<file path="config.mk">
export PLATFORM = sky130hd
export DESIGN_NAME = rgb_fade_sequencer_flat
export DESIGN_NICKNAME = d
export VERILOG_FILES = /design/src/rtl/rgb_fade_sequencer_pkg.sv /design/src/rtl/rgb_fade_sequencer_if.sv /design/src/rtl/rgb_tick_gen.sv /design/src/rtl/rgb_fade_sequencer.sv /design/src/flat_wrapper.sv
export SDC_FILE = /design/constraint.sdc
export NUM_CORES = 1
export LEC_CHECK = 0
export CORE_UTILIZATION = 50
export DETAILED_ROUTE_END_ITERATION = 6
export PLACE_DENSITY = 0.75
export RECOVER_POWER = 50
export SLEW_MARGIN = 40
export SYNTH_ARGS = -nofsm -noshare
export SYNTH_HDL_FRONTEND = slang
export SYNTH_SLANG_ARGS = --single-unit
</file>
<file path="constraint.sdc">
create_clock -name clk -period 7.65 [get_ports clk]
set_input_delay 1.9125 -clock clk [delete_from_list [all_inputs] [get_ports clk]]
set_output_delay 1.9125 -clock clk [all_outputs]
set_load 0.02 [all_outputs]
</file>
<file path="src/rtl/rgb_fade_sequencer_pkg.sv">
// Shared types and helpers for the RGB fade sequencer.
// State encoding, default palette masks and the per-channel step function.
package rgb_seq_pkg;

   typedef enum logic [1:0] {
      MANUAL  = 2'd0,
      FADE    = 2'd1,
      DWELL   = 2'd2,
      HOLDOFF = 2'd3
   } seq_state_t;

   // Channel masks {R,G,B}; a set bit means full scale.
   localparam logic [2:0] DEF_MASK0 = 3'b100;
   localparam logic [2:0] DEF_MASK1 = 3'b010;
   localparam logic [2:0] DEF_MASK2 = 3'b001;
   localparam logic [2:0] DEF_MASK3 = 3'b111;

   // Wide enough for any supported channel width.
   localparam int STEP_W = 16;

   function automatic logic [2:0] default_mask(input int unsigned i);
      logic [2:0] m;
      case (i % 4)
         0: m = DEF_MASK0;
         1: m = DEF_MASK1;
         2: m = DEF_MASK2;
         default: m = DEF_MASK3;
      endcase
      return m;
   endfunction

   // One unit toward tgt; never passes it.
   function automatic logic [STEP_W-1:0] step_toward(
      input logic [STEP_W-1:0] cur,
      input logic [STEP_W-1:0] tgt
   );
      logic [STEP_W-1:0] r;
      unique case (1'b1)
         (cur < tgt): r = cur + STEP_W'(1);
         (cur > tgt): r = cur - STEP_W'(1);
         default:     r = cur;
      endcase
      return r;
   endfunction

endpackage

</file>
<file path="src/rtl/rgb_fade_sequencer_if.sv">
// Configuration bus of the fade sequencer.
// Tick rate, dwell length and palette write port.
interface rgb_cfg_if #(
   parameter int WIDTH   = 8,
   parameter int ENTRIES = 4,
   parameter int DIV_W   = 16
);
   localparam int AW = $clog2(ENTRIES);

   logic [DIV_W-1:0]   cfg_tick_div;
   logic [7:0]         cfg_dwell;
   logic               cfg_we;
   logic [AW-1:0]      cfg_addr;
   logic [3*WIDTH-1:0] cfg_data;

   modport master (
      output cfg_tick_div, cfg_dwell, cfg_we, cfg_addr, cfg_data
   );

   modport slave (
      input cfg_tick_div, cfg_dwell, cfg_we, cfg_addr, cfg_data
   );

endinterface

</file>
<file path="src/rtl/rgb_tick_gen.sv">
// Free-running prescaler for the fade sequencer.
// Pulses tick when the count reaches cfg_tick_div.
module rgb_tick_gen #(
   parameter int DIV_W = 16
) (
   input  logic             clk,
   input  logic             reset_n,
   input  logic [DIV_W-1:0] cfg_tick_div,
   output logic             tick
);

   logic [DIV_W-1:0] count;

   assign tick = (count == cfg_tick_div);

   // Count up to the divider; a shrunk divider below count wraps to 0.
   always_ff @(posedge clk or negedge reset_n) begin
      if (!reset_n) begin
         count <= '0;
      end else if (count >= cfg_tick_div) begin
         count <= '0;
      end else begin
         count <= count + DIV_W'(1);
      end
   end

endmodule

</file>
<file path="src/rtl/rgb_fade_sequencer.sv">
// Level sequencer in front of the three PWM generators.
// Manual passthrough, palette auto-fade with dwell, encoder holdoff.
module rgb_fade_sequencer
   import rgb_seq_pkg::*;
#(
   parameter  int WIDTH   = 8,
   parameter  int ENTRIES = 4,
   parameter  int DIV_W   = 16,
   localparam int AW      = $clog2(ENTRIES)
) (
   input  logic             clk,
   input  logic             reset_n,
   input  logic             enable,
   input  logic [WIDTH-1:0] manual_level0,
   input  logic [WIDTH-1:0] manual_level1,
   input  logic [WIDTH-1:0] manual_level2,
   input  logic             manual_active,
   rgb_cfg_if.slave         cfg,
   output logic [WIDTH-1:0] level0,
   output logic [WIDTH-1:0] level1,
   output logic [WIDTH-1:0] level2,
   output logic [1:0]       state,
   output logic [AW-1:0]    entry_idx,
   output logic             entry_done
);

   seq_state_t         st;
   logic [7:0]         cnt;
   logic               tick;
   logic               arrived;
   logic [WIDTH-1:0]   lvl [3];
   logic [WIDTH-1:0]   man [3];
   logic [WIDTH-1:0]   tgt [3];
   logic [WIDTH-1:0]   nxt [3];
   logic [3*WIDTH-1:0] pal [ENTRIES];

   function automatic logic [3*WIDTH-1:0] def_entry(input int unsigned i);
      logic [2:0] m;
      m = default_mask(i);
      return {{WIDTH{m[2]}}, {WIDTH{m[1]}}, {WIDTH{m[0]}}};
   endfunction

   assign man[0] = manual_level0;
   assign man[1] = manual_level1;
   assign man[2] = manual_level2;

   assign level0 = lvl[0];
   assign level1 = lvl[1];
   assign level2 = lvl[2];
   assign state  = st;

   rgb_tick_gen #(
      .DIV_W (DIV_W)
   ) u_tick (
      .clk          (clk),
      .reset_n      (reset_n),
      .cfg_tick_div (cfg.cfg_tick_div),
      .tick         (tick)
   );

   // Palette storage; writes land the cycle after the strobe.
   always_ff @(posedge clk or negedge reset_n) begin
      if (!reset_n) begin
         for (int i = 0; i < ENTRIES; i++) begin
            pal[i] <= def_entry(i);
         end
      end else if (cfg.cfg_we) begin
         pal[cfg.cfg_addr] <= cfg.cfg_data;
      end
   end

   // Next fade step per channel and whether all channels land on target.
   always_comb begin
      arrived = 1'b1;
      for (int c = 0; c < 3; c++) begin
         tgt[c] = pal[entry_idx][(2-c)*WIDTH +: WIDTH];
         nxt[c] = WIDTH'(step_toward(STEP_W'(lvl[c]), STEP_W'(tgt[c])));
         if (nxt[c] != tgt[c]) begin
            arrived = 1'b0;
         end
      end
   end

   // Sequencer FSM; enable low wins over everything else.
   always_ff @(posedge clk or negedge reset_n) begin
      if (!reset_n) begin
         st         <= MANUAL;
         cnt        <= '0;
         entry_idx  <= '0;
         entry_done <= 1'b0;
         for (int c = 0; c < 3; c++) begin
            lvl[c] <= '0;
         end
      end else begin
         entry_done <= 1'b0;
         if (!enable) begin
            st <= MANUAL;
            if (st == MANUAL || st == HOLDOFF) begin
               for (int c = 0; c < 3; c++) begin
                  lvl[c] <= man[c];
               end
            end
         end else begin
            unique case (st)
               MANUAL: begin
                  for (int c = 0; c < 3; c++) begin
                     lvl[c] <= man[c];
                  end
                  st        <= FADE;
                  entry_idx <= '0;
               end
               FADE: begin
                  if (manual_active) begin
                     st  <= HOLDOFF;
                     cnt <= cfg.cfg_dwell;
                     for (int c = 0; c < 3; c++) begin
                        lvl[c] <= man[c];
                     end
                  end else if (tick) begin
                     for (int c = 0; c < 3; c++) begin
                        lvl[c] <= nxt[c];
                     end
                     if (arrived) begin
                        st  <= DWELL;
                        cnt <= cfg.cfg_dwell;
                     end
                  end
               end
               DWELL: begin
                  if (manual_active) begin
                     st  <= HOLDOFF;
                     cnt <= cfg.cfg_dwell;
                     for (int c = 0; c < 3; c++) begin
                        lvl[c] <= man[c];
                     end
                  end else if (tick) begin
                     if (cnt == 8'd0) begin
                        entry_idx  <= entry_idx + AW'(1);
                        entry_done <= 1'b1;
                        st         <= FADE;
                     end else begin
                        cnt <= cnt - 8'd1;
                     end
                  end
               end
               HOLDOFF: begin
                  for (int c = 0; c < 3; c++) begin
                     lvl[c] <= man[c];
                  end
                  if (manual_active) begin
                     cnt <= cfg.cfg_dwell;
                  end else if (tick) begin
                     if (cnt == 8'd0) begin
                        st <= FADE;
                     end else begin
                        cnt <= cnt - 8'd1;
                     end
                  end
               end
            endcase
         end
      end
   end

endmodule

</file>
<file path="src/flat_wrapper.sv">
// flat-port wrapper written by rule: the top's interface ports become plain ports
module rgb_fade_sequencer_flat import rgb_seq_pkg::*;
#(
   parameter  int WIDTH   = 8,
   parameter  int ENTRIES = 4,
   parameter  int DIV_W   = 16,
   localparam int AW      = $clog2(ENTRIES)
)
  (clk, reset_n, enable, manual_level0, manual_level1, manual_level2, manual_active, level0, level1, level2, state, entry_idx, entry_done, cfg_cfg_tick_div, cfg_cfg_dwell, cfg_cfg_we, cfg_cfg_addr, cfg_cfg_data);
  rgb_cfg_if #(.WIDTH(WIDTH), .ENTRIES(ENTRIES), .DIV_W(DIV_W)) cfg_i ();
  input  logic clk;
  input  logic reset_n;
  input  logic enable;
  input  logic [WIDTH-1:0] manual_level0;
  input  logic [WIDTH-1:0] manual_level1;
  input  logic [WIDTH-1:0] manual_level2;
  input  logic manual_active;
  output logic [WIDTH-1:0] level0;
  output logic [WIDTH-1:0] level1;
  output logic [WIDTH-1:0] level2;
  output logic [1:0] state;
  output logic [AW-1:0] entry_idx;
  output logic entry_done;
  input wire logic [$bits(cfg_i.cfg_tick_div)-1:0] cfg_cfg_tick_div;
  input wire logic [$bits(cfg_i.cfg_dwell)-1:0] cfg_cfg_dwell;
  input wire logic [$bits(cfg_i.cfg_we)-1:0] cfg_cfg_we;
  input wire logic [$bits(cfg_i.cfg_addr)-1:0] cfg_cfg_addr;
  input wire logic [$bits(cfg_i.cfg_data)-1:0] cfg_cfg_data;
  assign cfg_i.cfg_tick_div = cfg_cfg_tick_div;
  assign cfg_i.cfg_dwell = cfg_cfg_dwell;
  assign cfg_i.cfg_we = cfg_cfg_we;
  assign cfg_i.cfg_addr = cfg_cfg_addr;
  assign cfg_i.cfg_data = cfg_cfg_data;
  rgb_fade_sequencer #(.WIDTH(WIDTH), .ENTRIES(ENTRIES), .DIV_W(DIV_W)) u_core (.clk(clk), .reset_n(reset_n), .enable(enable), .manual_level0(manual_level0), .manual_level1(manual_level1), .manual_level2(manual_level2), .manual_active(manual_active), .cfg(cfg_i), .level0(level0), .level1(level1), .level2(level2), .state(state), .entry_idx(entry_idx), .entry_done(entry_done));
endmodule
</file>
==> impl_results.md, run 1 <==
- GRT overflow: 0
- Number of synthesized flops with an enable pin: 0
- Wire per inst: 18.39 um
- Final Total Pwr: 5.586 mW
- RSZ-0062 raised after global routing: no
- Hold_buf cts: 0
- Top cell type's share of synthesized area: 0.2679
- Cts repair resizes: 0
- Fmax: 158.2 MHz
- Layout area overhead: 20.22%
- Mapped cell area: 9435 um^2
- First-pass GRT wire length: 36940 um
- Cell with the most instances after synthesis: mux2_2
- Top cells by count, synth: mux2_2 (105), dfrtp_1 (101), a21oi_1 (67), ha_1 (66), nor2_1 (65)
- Initial DRC count: 574
- Clk buf depth: 2
- Final ANT Viol Nets: 0
- Syn_area_per_cell: 10.92 um^2
- First-pass DRT Iterations: 7
- Cell taking the most area after synthesis: dfrtp_1
- Skew-Pair Late Insertion Delay: 0.43 ns
- Crit path time final: 6.323 ns
- Placed Cells: 1181
- Async SR Flop Fraction: 1.000
- Ys flop type: dfrtp_1
- Final Cycle Share: 0.8265
- DR WL met2: 10380 um
- Worst VDD drop: 0.0002323 V
- CTS tree: yes
- Share of cells above drive strength 1: 0.2307
- H-Tree Depth: 4
- Fill cell count: 1428
- Syn nets: 1012
- Largest net degree at the start of global routing: 88
- Outcome: finished, violations left
- Dpl ws: 1.345 ns
- Clock-pin transition on the worst setup and hold timing paths: 0.07 ns
- Lkg Pwr: 4.712 nW
- Num ports: 108
- Met1 Wirelength: 10540 um
- WHS: 0.5041 ns
- #FFs+latches synth: 149
- Post-synthesis sequential area ratio: 0.4015
- Area of the core region: 18210 um^2
- Vias in the first global route: 7119
- CP max FO: 22
- Critical path data required time: 8.00 ns
- # DRC: 0
- Root buffer cell: clkbuf_16
- Initial antenna violation count: 0
- Final Hold Vio Count: 0
- Least-Margin Pin Slew: 4.610 ns
- Post-Synthesis Cells: 864
- Failing checks: max-capacitance violations, max-slew violations
- Final WS setup: 1.327 ns
- Core Rows: 49
- Synth area leaders: dfrtp_1 (27%), dfstp_2 (13%), mux2_2 (13%)
- Number of non-filler instances in the completed layout: 1213
- Total global-route track usage: 0.2416
- Number of antenna diodes: 0
- Final wirelength: 22310 um
- Hold WC Path Type: reg -> reg
- Chip Height: 139.4 um
- Synthesis Warnings: 0
- DR vias: 7183
- Final setup fails: 0
- Worst Setup End Kind: flip-flop
- Setup Skew: 0.009314 ns
- Final Max Slew Viols: 113
- CTS buffer count: 17
- Initial Utilization: 0.5182
- Final nets: 1119
- DP Wirelength: 16010 um
- Relative slew slack: -2.074
- CP Class: reg -> reg
- IO buf count: 107
- Die Span X: 139.4 um
- Final TNS setup: 0 ns
- Clock sink count: 149
- Arrival @ worst endpoint: 6.67 ns
- Max cap viols: 2
- RD Place Congestion: 0.9201
- Routed wl met3: 1040 um
- Via-to-Cell Ratio: 5.922
- Full die area: 19420 um^2
- Top sig layer: met4
- PwrDens: 492.5 nW/um^2
- Setup Fix Bufs, Post-CTS: 0
- Crit path launch type: flip-flop
- Synth cell types: 66
[registers in the layout, indices dropped and copies added (netlist names)]
signal and flops:
u_core.cnt 8, u_core.entry_done 1, u_core.entry_idx 2, u_core.level0 8, u_core.level1 8, u_core.level2 8, u_core.pal 96, u_core.state 2
u_core.u_tick.count 16
[layer usage]
metal  vias to the layer above  GRT usage
met4                         0    0.08889
met1                      3561     0.3383
met5                         -          0
li1                       3407          -
met3                        25    0.03854
met2                       190     0.3790
[cell type report]
type | count | area (um^2) | share of cell area
timing repair buffer | 117 | 1140 | 0.1005
multi-input combinational | 641 | 5356 | 0.4722
tap | 229 | 286.5 | 0.02526
clock buffer | 19 | 432.9 | 0.03816
clock inverter | 13 | 170.2 | 0.01500
inverter | 45 | 168.9 | 0.01489
sequential | 149 | 3789 | 0.3340
[report_power, final]
group,switching [mW],internal (mW)
Combinational,1.83,1.61
Clock,0.353,0.518
Sequential,0.252,1.03
Total,2.43,3.15
[per-stage QoR]
stage | area [um^2] | utilization
after floorplan | 9435 | -
after global placement | 10750 | 0.5903
after detailed placement | 10750 | 0.5903
after CTS | 11350 | 0.6234
after global routing | 11340 | 0.6230
final | 11340 | 0.6230
[kinds of logic (layout without fill, tap and decap cells)]
kind of cell | after synthesis | after routing | synth area share
AND/OR/NAND/NOR | 196 | 196 | 0.1030
AO/OA/AOI/OAI | 186 | 186 | 0.1260
multiplexers | 143 | 143 | 0.1943
flip-flops | 149 | 149 | 0.4015
adder cells (fa/ha/maj) | 69 | 69 | 0.09389
XOR/XNOR | 47 | 47 | 0.04960
buffers and inverters | 74 | 194 | 0.03169
[path summary, 6_finish.rpt]
kind / startpoint / end / slack, ns / cells past startpoint
worst max-delay path: u_core.entry_idx[0]$_DFFE_PN0P_ / u_core.cnt[2]$_DFFE_PN0P_ / 1.33 / 19
worst min-delay path: u_core.pal[32]$_DFFE_PN0P_ / u_core.pal[32]$_DFFE_PN0P_ / 0.50 / 1
worst max register to register: u_core.entry_idx[0]$_DFFE_PN0P_ / u_core.cnt[2]$_DFFE_PN0P_ / 1.33 / 19
worst min register to register: u_core.pal[32]$_DFFE_PN0P_ / u_core.pal[32]$_DFFE_PN0P_ / 0.50 / 1
max in group asynchronous: reset_n / u_core.level2[7]$_DFFE_PN0P_ / 1.94 / 1
min in group asynchronous: reset_n / u_core.u_tick.count[11]$_DFF_PN0_ / 3.13 / 1
[layout by cell type (no fill, tap or decap), types with 29 or more instances in the layout]
cell type          n
mux2_2           105
clkdlybuf4s50_1  105
dfrtp_1          101
a21oi_1           67
ha_1              66
nor2_1            65
dfstp_2           48
inv_1             45
nand2_1           31
o22ai_1           29
[worst max-delay path: stages (launching register included)]
cell and delay, ns:
dfrtp_1 0.64, buf_4 0.45, mux4_2 0.58, inv_1 0.07, ha_1 0.23, nor2b_1 0.13
o211ai_1 0.24, a21oi_1 0.16, o21a_1 0.34, fa_1 0.45, a211oi_1 0.38, nor3_1 0.13
nor2_1 0.22, nor3_1 0.07, or4_1 0.50, nor4_1 0.32, nand4_1 0.18, o31a_1 0.49
or2_1 0.45, o211ai_2 0.22
(Power assumes the default switching activity.)
==> run 2, diff against run 1 <==
==> constraint.sdc (replaced) <==
create_clock -name clk -period 6.3 [get_ports clk]
set_input_delay 1.575 -clock clk [delete_from_list [all_inputs] [get_ports clk]]
set_output_delay 1.575 -clock clk [all_outputs]
set_load 0.02 [all_outputs]
==> run 2 against run 1 <==
Against the previous run:
- the flow still finishes with violations (max-capacitance violations, max-slew violations)
- critical path type unchanged
- final cell count is 0.16% higher
- register-to-register slack got worse by 0.84 ns
- utilization is 0.062 points lower
- power increased by 21%
- final area barely moved
- fmax increased by 8.7%
- via count up 0.72%
- highest routed layer unchanged
- largest cell class unchanged
- hold slack got worse by 0.0048 ns
- clock skew decreased by 0.0031 ns
- clock power increased by 13%
- global-route usage hardly changed
==> impl_results.md, run 2 (same netlist as run 1, synthesis figures left out) <==
- Critical path data required time: 6.65 ns
- Largest net degree at the start of global routing: 108
- Worst Setup End Kind: flip-flop
- Full die area: 19420 um^2
- GRT overflow: 0
- RSZ-0062 raised after global routing: no
- Largest register FFs: 96
- Vias in the first global route: 7173
- Clk buf depth: 2
- Global-route met1 utilization: 0.3407
- Initial DRC count: 468
- Final Total Pwr: 6.745 mW
- Fmax: 171.9 MHz
- Clock sink count: 149
- Failing checks: max-capacitance violations, max-slew violations
- Core Rows: 49
- Met2 global-route usage: 0.3793
- Crit path launch type: flip-flop
- Final Max Slew Viols: 178
- Least-Margin Pin Slew: 2.383 ns
- WHS: 0.4994 ns
- Final nets: 1121
- Initial antenna violation count: 0
- Relative slew slack: -0.5890
- Final TNS setup: 0 ns
- M3 GR Usage: 0.04198
- CTS tree: yes
- Die Span X: 139.4 um
- Most flops, register: u_core.pal
- First-pass DRT Iterations: 4
- Area of the core region: 18210 um^2
- Setup Skew: 0.006222 ns
- Arrival @ worst endpoint: 6.16 ns
- IO buf count: 107
- Placed Cells: 1182
- First-pass GRT wire length: 37010 um
- Reg2reg path depth: 18
- Share of cells above drive strength 1: 0.2323
- Setup Fix Bufs, Post-CTS: 0
- Cts repair resizes: 0
- CTS buffer count: 17
- Worst VDD drop: 0.0003012 V
- Lkg Pwr: 4.694 nW
- CP Class: reg -> reg
- Outcome: finished, violations left
- Skew-Pair Late Insertion Delay: 0.43 ns
- Final ANT Viol Nets: 0
- Layout area overhead: 20.10%
- Hold WC Path Type: reg -> reg
- RD Place Congestion: 0.9332
- Worst reg2reg endpoint: u_core.cnt[6]$_DFFE_PN0P_
- Clock-pin transition on the worst setup and hold timing paths: 0.06 ns
- PwrDens: 595.2 nW/um^2
- Final wirelength: 22220 um
- DR vias: 7235
- H-Tree Depth: 4
- Final setup fails: 0
- Final Cycle Share: 0.9232
- Number of non-filler instances in the completed layout: 1215
- Hold_buf cts: 0
- End point of the critical path: u_core.cnt[6]$_DFFE_PN0P_
- Root buffer cell: clkbuf_16
- Largest regs: u_core.pal (96), u_core.u_tick.count (16)
- Worst reg2reg startpoint: u_core.entry_idx[0]$_DFFE_PN0P_
- Total global-route track usage: 0.2419
- Max cap viols: 4
- Final Hold Vio Count: 0
- Crit path time final: 5.816 ns
- DP Wirelength: 16190 um
- Num ports: 108
- Commonest non-fill, non-tap cells in the layout: mux2_2 (105), clkdlybuf4s50_1 (105), dfrtp_1 (101)
- Wire per inst: 18.29 um
- Initial Utilization: 0.5182
- Via-to-Cell Ratio: 5.955
- Crit path from: u_core.entry_idx[0]$_DFFE_PN0P_
- GR peak layer: met2
- CP max FO: 26
- # DRC: 0
- Reg2Reg Setup Slack: 0.48 ns
- Number of antenna diodes: 0
- Chip Height: 139.4 um
-- run 2: cell count changes in the layout (fill, tap and decap cells not counted), sizes merged --
cell      delta
bufinv       -2
clkinvlp     +3
clkinv       -1
inv          +1
clkbuf       +1
-- run 2: how the worst min path moves through the flow --
stage,cells past startpoint,startpoint,slack (ns),endpoint
global route,1,u_core.pal[43]$_DFFE_PN0P_,0.52,u_core.pal[43]$_DFFE_PN0P_
finish,1,u_core.pal[51]$_DFFE_PN0P_,0.50,u_core.pal[51]$_DFFE_PN0P_
CTS,1,u_core.pal[51]$_DFFE_PN0P_,0.50,u_core.pal[51]$_DFFE_PN0P_
detailed placement,1,u_core.pal[51]$_DFFE_PN0P_,0.49,u_core.pal[51]$_DFFE_PN0P_
global placement,1,u_core.pal[34]$_DFFE_PN0P_,0.48,u_core.pal[34]$_DFFE_PN0P_
floorplan,1,u_core.pal[51]$_DFFE_PN0P_,0.47,u_core.pal[51]$_DFFE_PN0P_
-- run 2: final cells by class --
cell class / instances / area [um^2]
fill: 1435 / 6877
multi-input combinational: 641 / 5356
sequential: 149 / 3789
timing repair buffer: 119 / 1157
clock buffer: 18 / 429.2
tap: 229 / 286.5
inverter: 45 / 168.9
clock inverter: 14 / 145.1
-- run 2: layer usage --
layer / vias to the layer above / wire [um]
li1: 3407 / -
met1: 3577 / 10310
met2: 217 / 10340
met3: 34 / 1109
met4: 0 / 458
met5: - / 0
-- run 2: power breakdown --
| part | total [mW] | internal, mW | leakage [nW] | switching, mW |
|---|---|---|---|---|
| logic | 4.21 | 1.97 | 2.71 | 2.24 |
| registers | 1.55 | 1.25 | 1.72 | 0.301 |
| clock network | 0.988 | 0.555 | 0.265 | 0.433 |
-- run 2: critical path, stage by stage (launching register included) --
cell and delay, ns:
dfrtp_1 0.48, buf_12 0.26, mux4_2 0.59, inv_1 0.08, ha_1 0.25, a21oi_1 0.26, a21oi_1 0.13, or2_2 0.38
ha_1 0.29, a21o_1 0.19, a21oi_1 0.23, xnor3_1 0.25, mux2_2 0.26, or4_1 0.54, nor4_1 0.26, nand4_1 0.12
o31a_1 0.50, or2_1 0.44, o211ai_2 0.21
-- run 2: through the flow --
step	setup WS (ns)	util	instance area [um^2]
finish	0.4839	0.6223	11330
global route	0.1246	0.6223	11330
CTS	0.5238	0.6231	11350
detailed placement	0.5610	0.5916	10770
global placement	0.6720	0.5914	10770
floorplan	0.7216	-	9435
==> run 3, diff against run 2 <==
--- a/config.mk
+++ b/config.mk
@@ -5,6 +5,7 @@
 export SDC_FILE = /design/constraint.sdc
 export NUM_CORES = 1
 export LEC_CHECK = 0
+export ABC_AREA = 1
 export CORE_UTILIZATION = 50
 export DETAILED_ROUTE_END_ITERATION = 6
 export PLACE_DENSITY = 0.75
==> run 3 against run 2 <==
Against the previous run:
- clock-buffer cell count increased by 5
- the flow still finishes with violations (max-capacitance violations, max-slew violations)
- synthesized area increased by 2.4%
- largest cell class unchanged
- die area increased by 2.4%
- highest routed layer unchanged
- non-clock buffer count increased by 1
==> impl_results.md, run 3 <==
- Syn_area_per_cell: 7.456 um^2
- Reg2Reg Setup Slack: 1.01 ns
- Top cells by count, synth: nand2_1 (379), o21ai_0 (146), inv_1 (145), dfrtp_1 (101), nand3_1 (79)
- Setup Fix Bufs, Post-CTS: 0
- Largest stage delay, worst path: 0.39 ns
- Die Span X: 141.0 um
- Number of synthesized flops with an enable pin: 0
- Cell taking the most area after synthesis: dfrtp_1
- Top cell type's share of synthesized area: 0.2616
- RSZ-0062 raised after global routing: no
- Least-Margin Pin Slew: 1.910 ns
- Largest net degree at the start of global routing: 107
- Total global-route track usage: 0.2622
- Critical path data required time: 6.61 ns
- IO buf count: 107
- Outcome: finished, violations left
- Most common cell after layout, fill and taps aside: nand2_1
- Chip Height: 141.0 um
- Final core occ: 0.6100
- Hold WC Path Type: reg -> reg
- Commonest non-fill, non-tap cells in the layout: nand2_1 (379), o21ai_0 (146), inv_1 (143)
- Clock sink count: 149
- Worst Setup End Kind: flip-flop
- Final ANT Viol Nets: 0
- WHS: 0.4858 ns
- CTS buffer count: 17
- Post-Synthesis Cells: 1296
- Final Cycle Share: 0.8390
- Syn nets: 1444
- Cts repair resizes: 0
- Max cap viols: 3
- Fmax: 189.2 MHz
- DP Wirelength: 17580 um
- Clk buf depth: 2
- CP max FO: 29
- Relative slew slack: -0.2730
- Skew-Pair Late Insertion Delay: 0.43 ns
- Clock-pin transition on the worst setup and hold timing paths: 0.06 ns
- CP Class: reg -> reg
- Full die area: 19890 um^2
- CTS tree: yes
- Number of non-filler instances in the completed layout: 1655
- Crit path time final: 5.286 ns
- Final nets: 1531
- First-pass DRT Iterations: 5
- Initial Utilization: 0.5132
- # DRC: 0
- Placed Cells: 1623
- Crit path launch type: flip-flop
- Initial DRC count: 608
- Vias in the first global route: 8499
- Root buffer cell: clkbuf_16
- Synth area leaders: dfrtp_1 (26%), nand2_1 (15%), dfstp_2 (13%)
- First-pass GRT wire length: 41190 um
- #FFs+latches synth: 149
- Final Max Slew Viols: 158
- Via-to-Cell Ratio: 5.470
- Core Rows: 50
- Setup Skew: 0.01174 ns
- Area of the core region: 18830 um^2
- Cell with the most instances after synthesis: nand2_1
- Largest register FFs: 96
- Final Hold Vio Count: 0
- Fill cell count: 1720
- Post-synthesis sequential area ratio: 0.3921
- Initial antenna violation count: 0
- Final setup fails: 0
- Async SR Flop Fraction: 1.000
- CP max stage cell: dfrtp_1
- Synth cell types: 47
- Hold_buf cts: 0
- Synthesis Warnings: 0
- Wire per inst: 15.11 um
- Final TNS setup: 0 ns
- Crit-path most repeated cell: nand2_1
- H-Tree Depth: 4
- RD Place Congestion: 0.9147
- Final wirelength: 25000 um
- Number of antenna diodes: 0
- Share of cells above drive strength 1: 0.08029
- Failing checks: max-capacitance violations, max-slew violations
- Arrival @ worst endpoint: 5.59 ns
- DR vias: 9053
- GRT overflow: 0
- Layout area overhead: 18.88%
- Largest regs: u_core.pal (96), u_core.u_tick.count (16)
- Ys flop type: dfrtp_1
- Num ports: 108
- Mapped cell area: 9663 um^2
- Most flops, register: u_core.pal
-- run 3: layout make-up --
| class | instances | area (um^2) | share of cell area |
|---|---|---|---|
| Clock inverter | 8 | 127.6 | 0.01111 |
| Tap cell | 260 | 325.3 | 0.02832 |
| Inverter | 149 | 560.5 | 0.04880 |
| Multi-Input combinational cell | 946 | 5074 | 0.4417 |
| Timing Repair Buffer | 120 | 1154 | 0.1004 |
| Clock buffer | 23 | 457.9 | 0.03986 |
| Sequential cell | 149 | 3789 | 0.3298 |
-- run 3: final timing paths --
check	startpoint	endpoint	cells after the start
max	u_core.entry_idx[0]$_DFFE_PN0P_	u_core.cnt[0]$_DFFE_PN0P_	31
min	u_core.pal[48]$_DFFE_PN0P_	u_core.pal[48]$_DFFE_PN0P_	2
max reg2reg	u_core.entry_idx[0]$_DFFE_PN0P_	u_core.cnt[0]$_DFFE_PN0P_	31
min reg2reg	u_core.pal[48]$_DFFE_PN0P_	u_core.pal[48]$_DFFE_PN0P_	2
max in group asynchronous	reset_n	u_core.pal[85]$_DFFE_PN0P_	3
min in group asynchronous	reset_n	u_core.cnt[2]$_DFFE_PN0P_	1
-- run 3: metal layers --
metal,GRT usage,up-vias,part of all wire
met4,0.1087,0,0.030
met3,0.04382,47,0.057
met5,0,-,0
li1,-,4469,-
met1,0.3499,4233,0.45
met2,0.4237,304,0.47
-- run 3: kinds of logic (layout without fill, tap and decap cells) --
group | Yosys count | after routing | share of synthesized area
AOI/OAI and AO/OA | 287 | 287 | 0.1676
xor gates and xnor gates | 12 | 12 | 0.01088
adders and majority gates | 69 | 69 | 0.09167
buffers and inverters | 201 | 300 | 0.08313
DFF | 149 | 149 | 0.3921
muxes | 1 | 1 | 0.001036
and+or+nand+nor | 577 | 577 | 0.2537
-- run 3: worst max-delay path: cells and delay by family, from the launching register on --
| family | cells | cell delay, ns |
|---|---|---|
| compound gates | 5 | 1.13 |
| fa+ha+maj | 2 | 0.64 |
| buf+inv | 4 | 1.07 |
| flops | 1 | 0.39 |
| simple gates | 20 | 1.90 |
-- run 3: stage by stage --
| stage | worst slack (ns) | cell area, um^2 |
|---|---|---|
| final | 1.014 | 11490 |
| after global routing | 0.4487 | 11490 |
| after CTS | 0.9658 | 11500 |
| after detailed placement | 0.9967 | 10910 |
| after global placement | 1.125 | 10910 |
| after floorplan | 1.945 | 9663 |
Power of run 3 is left out: the tool's default activity adds up to more than one toggle a clock period on the data nets, which glitch-free logic cannot reach.
